## config.mk

```make
export PLATFORM = sky130hd
export DESIGN_NAME = pc_fetch_ifid
export DESIGN_NICKNAME = d
export VERILOG_FILES = /design/src/rtl/pc_fetch_ifid.sv
export SDC_FILE = /design/constraint.sdc
export NUM_CORES = 1
export LEC_CHECK = 0
export CAP_MARGIN = 20
export CORE_MARGIN = 2
export CORE_UTILIZATION = 40
export CTS_CLUSTER_DIAMETER = 200
export CTS_CLUSTER_SIZE = 8
export DETAILED_ROUTE_END_ITERATION = 10
export GPL_TIMING_DRIVEN = 0
export PLACE_DENSITY = 0.71
export SLEW_MARGIN = 20
export SYNTH_ARGS = -nofsm -noshare
export SYNTH_HDL_FRONTEND = slang
export SYNTH_SLANG_ARGS = --single-unit
```

## constraint.sdc

```tcl
create_clock -name clk -period 4.9 [get_ports clk]
set_clock_uncertainty 0.15 [all_clocks]
set_input_delay 0.49 -clock clk [delete_from_list [all_inputs] [get_ports clk]]
set_output_delay 0.49 -clock clk [all_outputs]
set_load 0.005 [all_outputs]
```

## src/rtl/pc_fetch_ifid.sv

```systemverilog
// Program counter and IF/ID pipeline register for the RV32I fetch stage.
// The PC drives a zero-latency instruction memory through a word address.
// The returned instruction is captured into IF/ID for decode.
// A redirect wins over a stall, and a stall wins over a normal advance.
// A redirect to an address that is not word-aligned locks the block in ERR
// until reset.
//
// state | meaning
// ------+------------------------------------------------------------
// RUN   | normal fetch: advance, hold on stall, or redirect
// ERR   | misaligned redirect seen; PC frozen, IF/ID holds a NOP bubble

module pc_fetch_ifid #(
   parameter logic [31:0] RESET_PC  = 32'h0000_0000,
   parameter logic [31:0] NOP_INSTR = 32'h0000_0013
) (
   input  logic        clk,
   input  logic        rst_n,
   input  logic        stall,
   input  logic        redirect_valid,
   input  logic [31:0] redirect_pc,
   input  logic [31:0] instr_in,
   output logic [31:0] pc_out,
   output logic [31:0] imem_addr,
   output logic        if_id_valid,
   output logic [31:0] if_id_instr,
   output logic [31:0] if_id_pc,
   output logic [31:0] if_id_pc_plus4,
   output logic [31:0] fetch_count,
   output logic        misaligned_err
);

   typedef enum logic {
      RUN = 1'b0,
      ERR = 1'b1
   } state_t;

   state_t      state_q, state_d;
   logic [31:0] pc_q, pc_d;
   logic        valid_q, valid_d;
   logic [31:0] instr_q, instr_d;
   logic [31:0] ipc_q, ipc_d;
   logic [31:0] ipc4_q, ipc4_d;
   logic [31:0] count_q, count_d;
   logic        err_q, err_d;
   logic        target_aligned;

   assign target_aligned = (redirect_pc[1:0] == 2'b00);

   // State and datapath registers; reset discards everything immediately.
   always_ff @(posedge clk or negedge rst_n) begin
      if (!rst_n) begin
         state_q <= RUN;
         pc_q    <= RESET_PC;
         valid_q <= 1'b0;
         instr_q <= NOP_INSTR;
         ipc_q   <= 32'h0000_0000;
         ipc4_q  <= 32'h0000_0004;
         count_q <= 32'h0000_0000;
         err_q   <= 1'b0;
      end else begin
         state_q <= state_d;
         pc_q    <= pc_d;
         valid_q <= valid_d;
         instr_q <= instr_d;
         ipc_q   <= ipc_d;
         ipc4_q  <= ipc4_d;
         count_q <= count_d;
         err_q   <= err_d;
      end
   end

   // Next-state logic: redirect over stall over advance; ERR only holds.
   // On a flush the IF/ID PC fields keep their last values, because valid=0
   // marks them as meaningless to decode.
   always_comb begin
      state_d = state_q;
      pc_d    = pc_q;
      valid_d = valid_q;
      instr_d = instr_q;
      ipc_d   = ipc_q;
      ipc4_d  = ipc4_q;
      count_d = count_q;
      err_d   = err_q;
      unique case (state_q)
         RUN: begin
            if (redirect_valid) begin
               instr_d = NOP_INSTR;
               valid_d = 1'b0;
               if (target_aligned) begin
                  pc_d = redirect_pc;
               end else begin
                  state_d = ERR;
                  err_d   = 1'b1;
               end
            end else if (!stall) begin
               instr_d = instr_in;
               ipc_d   = pc_q;
               ipc4_d  = pc_q + 32'd4;
               valid_d = 1'b1;
               pc_d    = pc_q + 32'd4;
               count_d = count_q + 32'd1;
            end
         end
         ERR: begin
            instr_d = NOP_INSTR;
            valid_d = 1'b0;
            err_d   = 1'b1;
         end
         default: begin
            state_d = ERR;
            instr_d = NOP_INSTR;
            valid_d = 1'b0;
            err_d   = 1'b1;
         end
      endcase
   end

   assign pc_out         = pc_q;
   assign imem_addr      = {2'b00, pc_q[31:2]};
   assign if_id_valid    = valid_q;
   assign if_id_instr    = instr_q;
   assign if_id_pc       = ipc_q;
   assign if_id_pc_plus4 = ipc4_q;
   assign fetch_count    = count_q;
   assign misaligned_err = err_q;

endmodule
```

# After elaboration in Yosys (flattened, before gate mapping)
# Index checks and enable logic that the tools add are counted.
[classes]
n_mux = 15
bitwise = 3
addsub = 2
eq_ne = 5
reduce_logical = 4
[op_table]
columns = ["operator", "count"]
rows = [
  ["32-bit 2-to-1 mux", 5],
  ["32-bit case mux with 2 select lines", 1],
  ["32-bit by 1-bit adder with 32-bit output, second input constant", 1],
  ["32-bit by 3-bit adder with 32-bit output, second input constant", 1],
  ["1-bit 2-to-1 mux", 7],
  ["3-bit AND reduction", 2],
  ["2-bit by 1-bit != test with 1-bit output, second input constant", 2],
  ["2-bit != test, second input constant", 2],
  ["1-bit case mux with 2 select lines", 2],
  ["3-bit != test, second input constant", 1],
  ["1-bit inverter", 3],
  ["2-bit zero test", 1],
  ["2-bit AND reduction", 1],
]
[word_totals]
regBits = 163
input_bits = 68
out_inout_bits = 194

# Logic depth before layout (Yosys ltp)
# Gate-level depths: netlist of the first run.
[depth]
word_depth = 4
ltp_mapped = 8
depth_no_buf = 5

# Worst setup path before layout of the first run
# No wires, ideal clock.
[synth_path]
kind = "input -> register"
startpoint = "input redirect_valid"
endpoint = "register count_q[28], in the netlist fetch_count[28]"
path_slack_ns = 2.642
t_arrival_ns = 1.984
stages = 5
required_time_ns = 4.626
setup_ns = 0.124
path_cell_list = "clkbuf_1 > or4b_4 > nor4_4 > nand4_1 > xnor2_1"
[synth_via]
elab_chain_cells = 2
[synth_rtl]
columns = ["item", "line_no", "rtl"]
rows = [
  ["start: declaration", "20", "input logic redirect_valid,"],
  ["1-bit inverter (no line)", "-", ""],
  ["3-bit AND reduction (no line)", "-", ""],
  ["end signal: assignment", "68", "count_q <= count_d;"],
  ["end: declaration", "44", "logic [31:0] count_q, count_d;"],
]
# No other way between the ends.
# A chain may end at the register's enable or synchronous reset.

# Worst setup path after layout of the first run
[layout_path]
startpoint = "input redirect_pc[1]"
endpoint = "register pc_q[25], in the netlist pc_out[25]"
[layout_via]
elab_chain_cells = 3
[layout_rtl]
columns = ["item", "line_no", "rtl"]
rows = [
  ["start: declaration", "21", "input logic [31:0] redirect_pc,"],
  ["2-bit zero test", "48", "assign target_aligned = (redirect_pc[1:0] == 2'b00);"],
  ["2-bit by 1-bit != test with 1-bit output (no line)", "-", ""],
  ["3-bit AND reduction (no line)", "-", ""],
  ["end signal: assignment", "63", "pc_q <= pc_d;"],
  ["end: declaration", "39", "logic [31:0] pc_q, pc_d;"],
]
# No other way between the ends.

==> reports/results.ini, run 1 <==
[setup_path]
cp-end-kind = flip-flop
cp-start-kind = input pin
worstSetupPathType = input pin to flip-flop
cp.required_ns = 5.05
crit_arrival_ns = 3.04
path_max_fanout = 10

[cells_and_area]
final_nets = 1119
final_cell_mix = clkdlybuf4s50_1 (257), dfrtp_1 (157), nand2_1 (147), clkbuf_1 (45), nand3_1 (39)
drive_above_1_share_pct = 8.57
stdcell_area_sq_um = 11100
fill_cells = 1652
final_common_cell = clkdlybuf4s50_1
area_delta_synth_final_pct = 46.4
fin_util_pct = 59.4
n_antenna_cell = 0

[drt]
wl_per_cell_um = 18.9
route.vias.total = 6909
wirelength_um = 24400
via_per_inst = 5.33
drtPass1Iterations = 5
drt_iter0_markers = 592
drc_errors = 0
antenna_left = 0

[logic_synthesis]
synth_compound_area_share_pct = 12.8
synth_xor_area_share_pct = 4.86
ys_async_sr_fraction_pct = 100
synth_mux_area_share_pct = 0.265
synth_edf_count = 0
synthAdderAreaFrac_pct = 0.331
ys_warn_count = 0
synthCells = 768
synthFlopType = dfrtp_1
synth_top_family_by_area = simple AND/OR/NAND/NOR gates
syn-cell-area_sq_um = 7570
postSynthAreaPerCell_sq_um = 9.85
synth-seq-area-share_pct = 53.3
synth_seq_cells = 161
synth_cell_types = 57
synth_simple_gate_area_share_pct = 21.6

[placement]
place_congestion = 0.911
placed_area_sq_um = 10500
dp_hpwl_um = 17600
port_buffers = 258

[clocking]
clk-insertion-delay-late_ns = 0.43
htreeDepth = 4
cts_buffers = 17
clock_sinks = 161
cts.reportedPaths.clkPinSlew_ns = 0.06
cts_max_path_buffers = 2
cts_resized = 0
cts_hold_buf = 1
cts_setup_buffers = 0
root_buffer = clkbuf_16
cts_tree = built

[power_and_ir_drop]
power_leakage_nw = 4.81
p_per_area_nw_per_um2 = 292
total_power_w = 0.00324
ir_drop_v = 0.000248

[floorplanning]
initial_utilization_pct = 40.6
ios = 262
die_x_um = 142
die-area_sq_um = 20000
core_sq_um = 18600
die_height_um = 142
rows = 50

[sta]
maxSlewViolCount = 0
min_period_over_period_pct = 58.9
whs_ns = 0.321
fmax_mhz = 346
relSlewSlack_pct = 28.1
tightest_slew_ns = 1.06
rsz0062_at_grt = false
min_period_ns = 2.89
hold_viol_final = 0
setup_viol = 0
fin_setup_tns_ns = 0

[outcome]
status = complete, no violations

[grt]
first_global_vias = 6883
grt_max_degree = 59
grt_pass1_wl_um = 37800
track_usage_pct = 24.4
overflow = 0
antenna_found_initial = 0

[worst_hold_path]
min_path_type = flip-flop to flip-flop

[flow_run]
drv_cap = 0

## metrics by stage
stage	std cells	setup slack (ns)
2_1_floorplan	769	2.64
3_3_place_gp	1261	-3.51
3_5_place_dp	1263	1.62
4_1_cts	1296	2.06
5_1_grt	1296	1.88
6_report	1296	2.01
## per-layer routing
layer | GRT usage, % | share of wire [%] | up-vias
li1 | - | - | 3256
met1 | 32.6 | 43 | 3303
met2 | 38.4 | 47 | 319
met3 | 6.58 | 7.9 | 31
met4 | 8.68 | 1.9 | 0
met5 | 0 | 0 | -
## state kept, by name, indices dropped and copies added, names as in the netlist
signal,flops
fetch_count,32
if_id_instr,32
if_id_pc,32
pc_out,32
if_id_pc_plus4,30
if_id_valid,1
misaligned_err,1
state_q,1
## cell families after synthesis
group / count (synthesis)
XOR/XNOR: 42
multiplexers: 2
flip-flops: 161
AND/OR/NAND/NOR: 328
AO/OA/AOI/OAI: 135
other: 1
adder cells (fa/ha/maj): 2
buffers and inverters: 97
## power breakdown
part	total (W)	leakage [nW]	internal (W)	switching, W
Combinational	0.000484	2.45	0.000294	0.000190
Clock	0.00128	0.275	0.000704	0.000576
Sequential	0.00147	2.08	0.00141	0.0000657
## Yosys cell counts, types with 3 or more instances
master	count	area share, %
a21oi_1	12	0.79
a22o_1	30	3.5
a22oi_1	11	1.1
and2_1	8	0.66
and3_1	15	1.2
and4_1	6	0.69
buf_2	7	0.46
buf_4	36	3.6
clkbuf_1	45	2.2
dfrtp_1	157	52
dfstp_2	4	1.4
inv_1	8	0.40
nand2_1	147	7.3
nand3_1	39	2.6
nand4_1	33	2.7
nor2_1	29	1.4
nor2b_1	6	0.50
nor3_1	10	0.66
nor4_1	5	0.41
o211ai_1	20	2.0
o21ai_0	17	1.1
o21ai_1	12	0.79
o22a_1	4	0.46
o2bb2ai_1	4	0.46
o31ai_1	5	0.50
or3_1	3	0.25
or4_1	13	1.3
xnor2_1	36	4.2
xor2_1	6	0.69
## area by class of cell
cell class / count / area, sq um / area share, %
plain buffers: 89 / 485 / 4.38
clock buffers: 17 / 425 / 3.84
clock inverters: 15 / 131 / 1.19
inverters: 8 / 30.0 / 0.271
multi-input cells: 511 / 3030 / 27.3
flip-flops and latches: 161 / 4030 / 36.4
well taps: 234 / 293 / 2.64
repair buffers: 261 / 2650 / 23.9
## critical path, cell delays in order
cell             delay (ns)
clkdlybuf4s50_1        0.41
nor4b_1                0.92
nor2_1                 0.42
clkbuf_1               0.41
a22oi_1                0.27
nand3_1                0.11
## final timing paths
path / from / to / slack, ns / cells past startpoint
max in group asynchronous: rst_n / if_id_pc_plus4[2] / 3.21 / 4
setup reg to reg: state_q / pc_out[25] / 2.07 / 5
hold / removal: if_id_pc_plus4[2] / if_id_pc_plus4[2] / 0.32 / 2
min in group asynchronous: rst_n / fetch_count[27] / 0.39 / 2
hold reg to reg: if_id_pc_plus4[2] / if_id_pc_plus4[2] / 0.32 / 2
setup / recovery: redirect_pc[1] / pc_out[25] / 2.01 / 6
Note: power is estimated with default switching activity, not from simulation.
==> inputs of run 2 (changes only) <==
--- a/config.mk
+++ b/config.mk
@@ -12,7 +12,7 @@
 export CTS_CLUSTER_SIZE = 8
 export DETAILED_ROUTE_END_ITERATION = 10
 export GPL_TIMING_DRIVEN = 0
-export PLACE_DENSITY = 0.71
+export PLACE_DENSITY = 0.74
 export SLEW_MARGIN = 20
 export SYNTH_ARGS = -nofsm -noshare
 export SYNTH_HDL_FRONTEND = slang
==> constraint.sdc (replaced) <==
create_clock -name clk -period 2.5 [get_ports clk]
set_clock_uncertainty 0.15 [all_clocks]
set_input_delay 0.25 -clock clk [delete_from_list [all_inputs] [get_ports clk]]
set_output_delay 0.25 -clock clk [all_outputs]
set_load 0.005 [all_outputs]
==> reports/results.ini, run 2 (synthesis gave the netlist of run 1 again) <==
[outcome]
status = complete, no violations  ; unchanged

[floorplanning]
core_sq_um = 18600  ; unchanged
rows = 50  ; unchanged
die_height_um = 142  ; unchanged
ios = 262  ; unchanged
die_x_um = 142  ; unchanged
die-area_sq_um = 20000  ; unchanged
initial_utilization_pct = 40.6  ; unchanged

[clocking]
cts_max_path_buffers = 2  ; unchanged
cts_buffers = 17  ; unchanged
root_buffer = clkbuf_16  ; unchanged
clk-insertion-delay-late_ns = 0.42  ; was 0.43 ns
htreeDepth = 4  ; unchanged
cts_tree = built  ; unchanged
cts.reportedPaths.clkPinSlew_ns = 0.07  ; was 0.06 ns
clock_sinks = 161  ; unchanged

[cells_and_area]
fin_cells = 1292  ; was 1296
stdcell_area_sq_um = 11200  ; was 11100 sq um
n_antenna_cell = 0  ; unchanged
drive_above_1_share_pct = 10.0  ; was 8.57%
final_nets = 1115  ; was 1119
final_cell_mix = clkdlybuf4s50_1 (257), dfrtp_1 (153), nand2_1 (147), nand3_1 (39), buf_4 (37)  ; was clkdlybuf4s50_1 (257), dfrtp_1 (157), nand2_1 (147), clkbuf_1 (45), nand3_1 (39)
final_common_cell = clkdlybuf4s50_1  ; unchanged
area_delta_synth_final_pct = 47.5  ; was 46.4%

[sta]
rsz0062_at_grt = true  ; was false
setup_slack_ns = 0.0498  ; was 2.01 ns
relSlewSlack_pct = 51.9  ; was 28.1%
fmax_mhz = 408
min_period_over_period_pct = 98.0
min_period_ns = 2.45
tightest_slew_ns = 0.719  ; was 1.06 ns
hold_viol_final = 0  ; unchanged
setup_viol = 0  ; unchanged
maxSlewViolCount = 0  ; unchanged

[drt]
drt_iter0_markers = 554  ; was 592
wl_per_cell_um = 19.1  ; was 18.9 um
drc_errors = 0  ; unchanged
via_per_inst = 5.45  ; was 5.33
wirelength_um = 24700  ; was 24400 um
route.vias.total = 7043  ; was 6909
antenna_left = 0  ; unchanged
drtPass1Iterations = 6  ; was 5

[setup_path]
cp-start-kind = flip-flop  ; was input pin
endpoint = pc_out[24]  ; was pc_out[25]
crit_start = pc_out[14]  ; was redirect_pc[1]
worstReg2RegStart = pc_out[14]  ; was state_q
crit_cells = 6  ; unchanged
r2r-end = pc_out[24]  ; was pc_out[25]
ff2ff_setup_slack_ns = 0.05  ; was 2.07 ns
cp-end-kind = flip-flop  ; unchanged
path_max_fanout = 10  ; unchanged
r2r_cells = 6  ; was 5
crit_buf_inv = 2  ; unchanged
cp.required_ns = 2.67  ; was 5.05 ns
crit_arrival_ns = 2.62  ; was 3.04 ns
path_cells = buf_4 -> nand4_2 -> or4_4 -> buf_6 -> or4_1 -> o311ai_1  ; was clkdlybuf4s50_1 -> nor4b_1 -> nor2_1 -> clkbuf_1 -> a22oi_1 -> nand3_1
cp_slowest_cell = or4_4  ; was nor4b_1
cpLargestDelayFamily = simple AND/OR/NAND/NOR gates  ; unchanged
worstSetupPathType = flip-flop to flip-flop  ; was input pin to flip-flop
max_stage_delay_ns = 0.60  ; was 0.92 ns

[power_and_ir_drop]
total_power_w = 0.00659  ; was 0.00324 W
p_per_area_nw_per_um2 = 590  ; was 292 nW/um^2
ir_drop_v = 0.000354  ; was 0.000248 V
power_leakage_nw = 4.84  ; was 4.81 nW

[placement]
dp_hpwl_um = 17600  ; about the same
placed_area_sq_um = 10500  ; about the same
place_inst = 1262  ; was 1263
place_congestion = 0.895  ; was 0.911
dp_slack_ns = -0.559  ; was 1.62 ns
port_buffers = 258  ; unchanged

[grt]
grt_pass1_wl_um = 38800  ; was 37800 um
first_global_vias = 7140  ; was 6883
grt_max_degree = 82  ; was 59
antenna_found_initial = 0  ; unchanged
overflow = 0  ; unchanged
track_usage_pct = 24.8  ; was 24.4%

[flow_run]
drv_cap = 0  ; unchanged

[worst_hold_path]
min_path_type = input pin to async pin  ; was flip-flop to flip-flop

[run 2: changes by cell type in the layout (fill, tap and decap cells not counted), sizes merged]
cell / delta
clkinv: -1
bufinv: +2
inv: -5
[run 2: final cells by class]
type	instances	area [sq um]
clock buffers	21	470
flip-flops and latches	161	4040
plain buffers	85	478
multi-input cells	511	3060
repair buffers	261	2630
well taps	234	293
inverters	8	30.0
clock inverters	11	154
fillers	1617	7480
[run 2: how the worst min path moves through the flow]
stage                               from              end  slack, ns  cells past startpoint
after global placement    misaligned_err   misaligned_err       0.31                      1
after global routing         instr_in[4]   if_id_instr[4]       0.27                      2
after CTS                 redirect_valid      if_id_valid       0.26                      3
after detailed placement           rst_n  fetch_count[27]       0.13                      1
final                              rst_n  fetch_count[27]       0.25                      2
after floorplan                    rst_n   fetch_count[0]      -0.20                      0
[run 2: metrics by stage]
stage	setup TNS [ns]	hold WS, ns	util (%)
2_1_floorplan	0	-0.196	-
3_3_place_gp	-955.47	0.306	56.0
3_5_place_dp	-37.36	0.127	56.2
4_1_cts	0	0.257	59.7
5_1_grt	-0.0171	0.274	59.9
6_report	0	0.253	59.9
[run 2: power breakdown]
group | leakage [nW] | internal [W] | switching [W] | total, W
Sequential | 2.07 | 0.00276 | 0.000139 | 0.00290
Combinational | 2.47 | 0.000575 | 0.000369 | 0.000944
Clock | 0.300 | 0.00166 | 0.00109 | 0.00275
[run 2: what timing repair did]
action                     CTS  global route
setup endpoints to repair   61            65
buffers inserted             0             1
resized for setup            9            11
hold endpoints to repair    77             0
hold buffers                 1             0
[run 2: per-layer routing]
metal  track usage, %  vias to the layer above  part of all wire [%]
li1                 -                     3246                     -
met1             32.0                     3440                    43
met2             40.9                      315                    47
met3             6.18                       42                   7.2
met4             8.79                        0                   2.1
met5                0                        -                     0
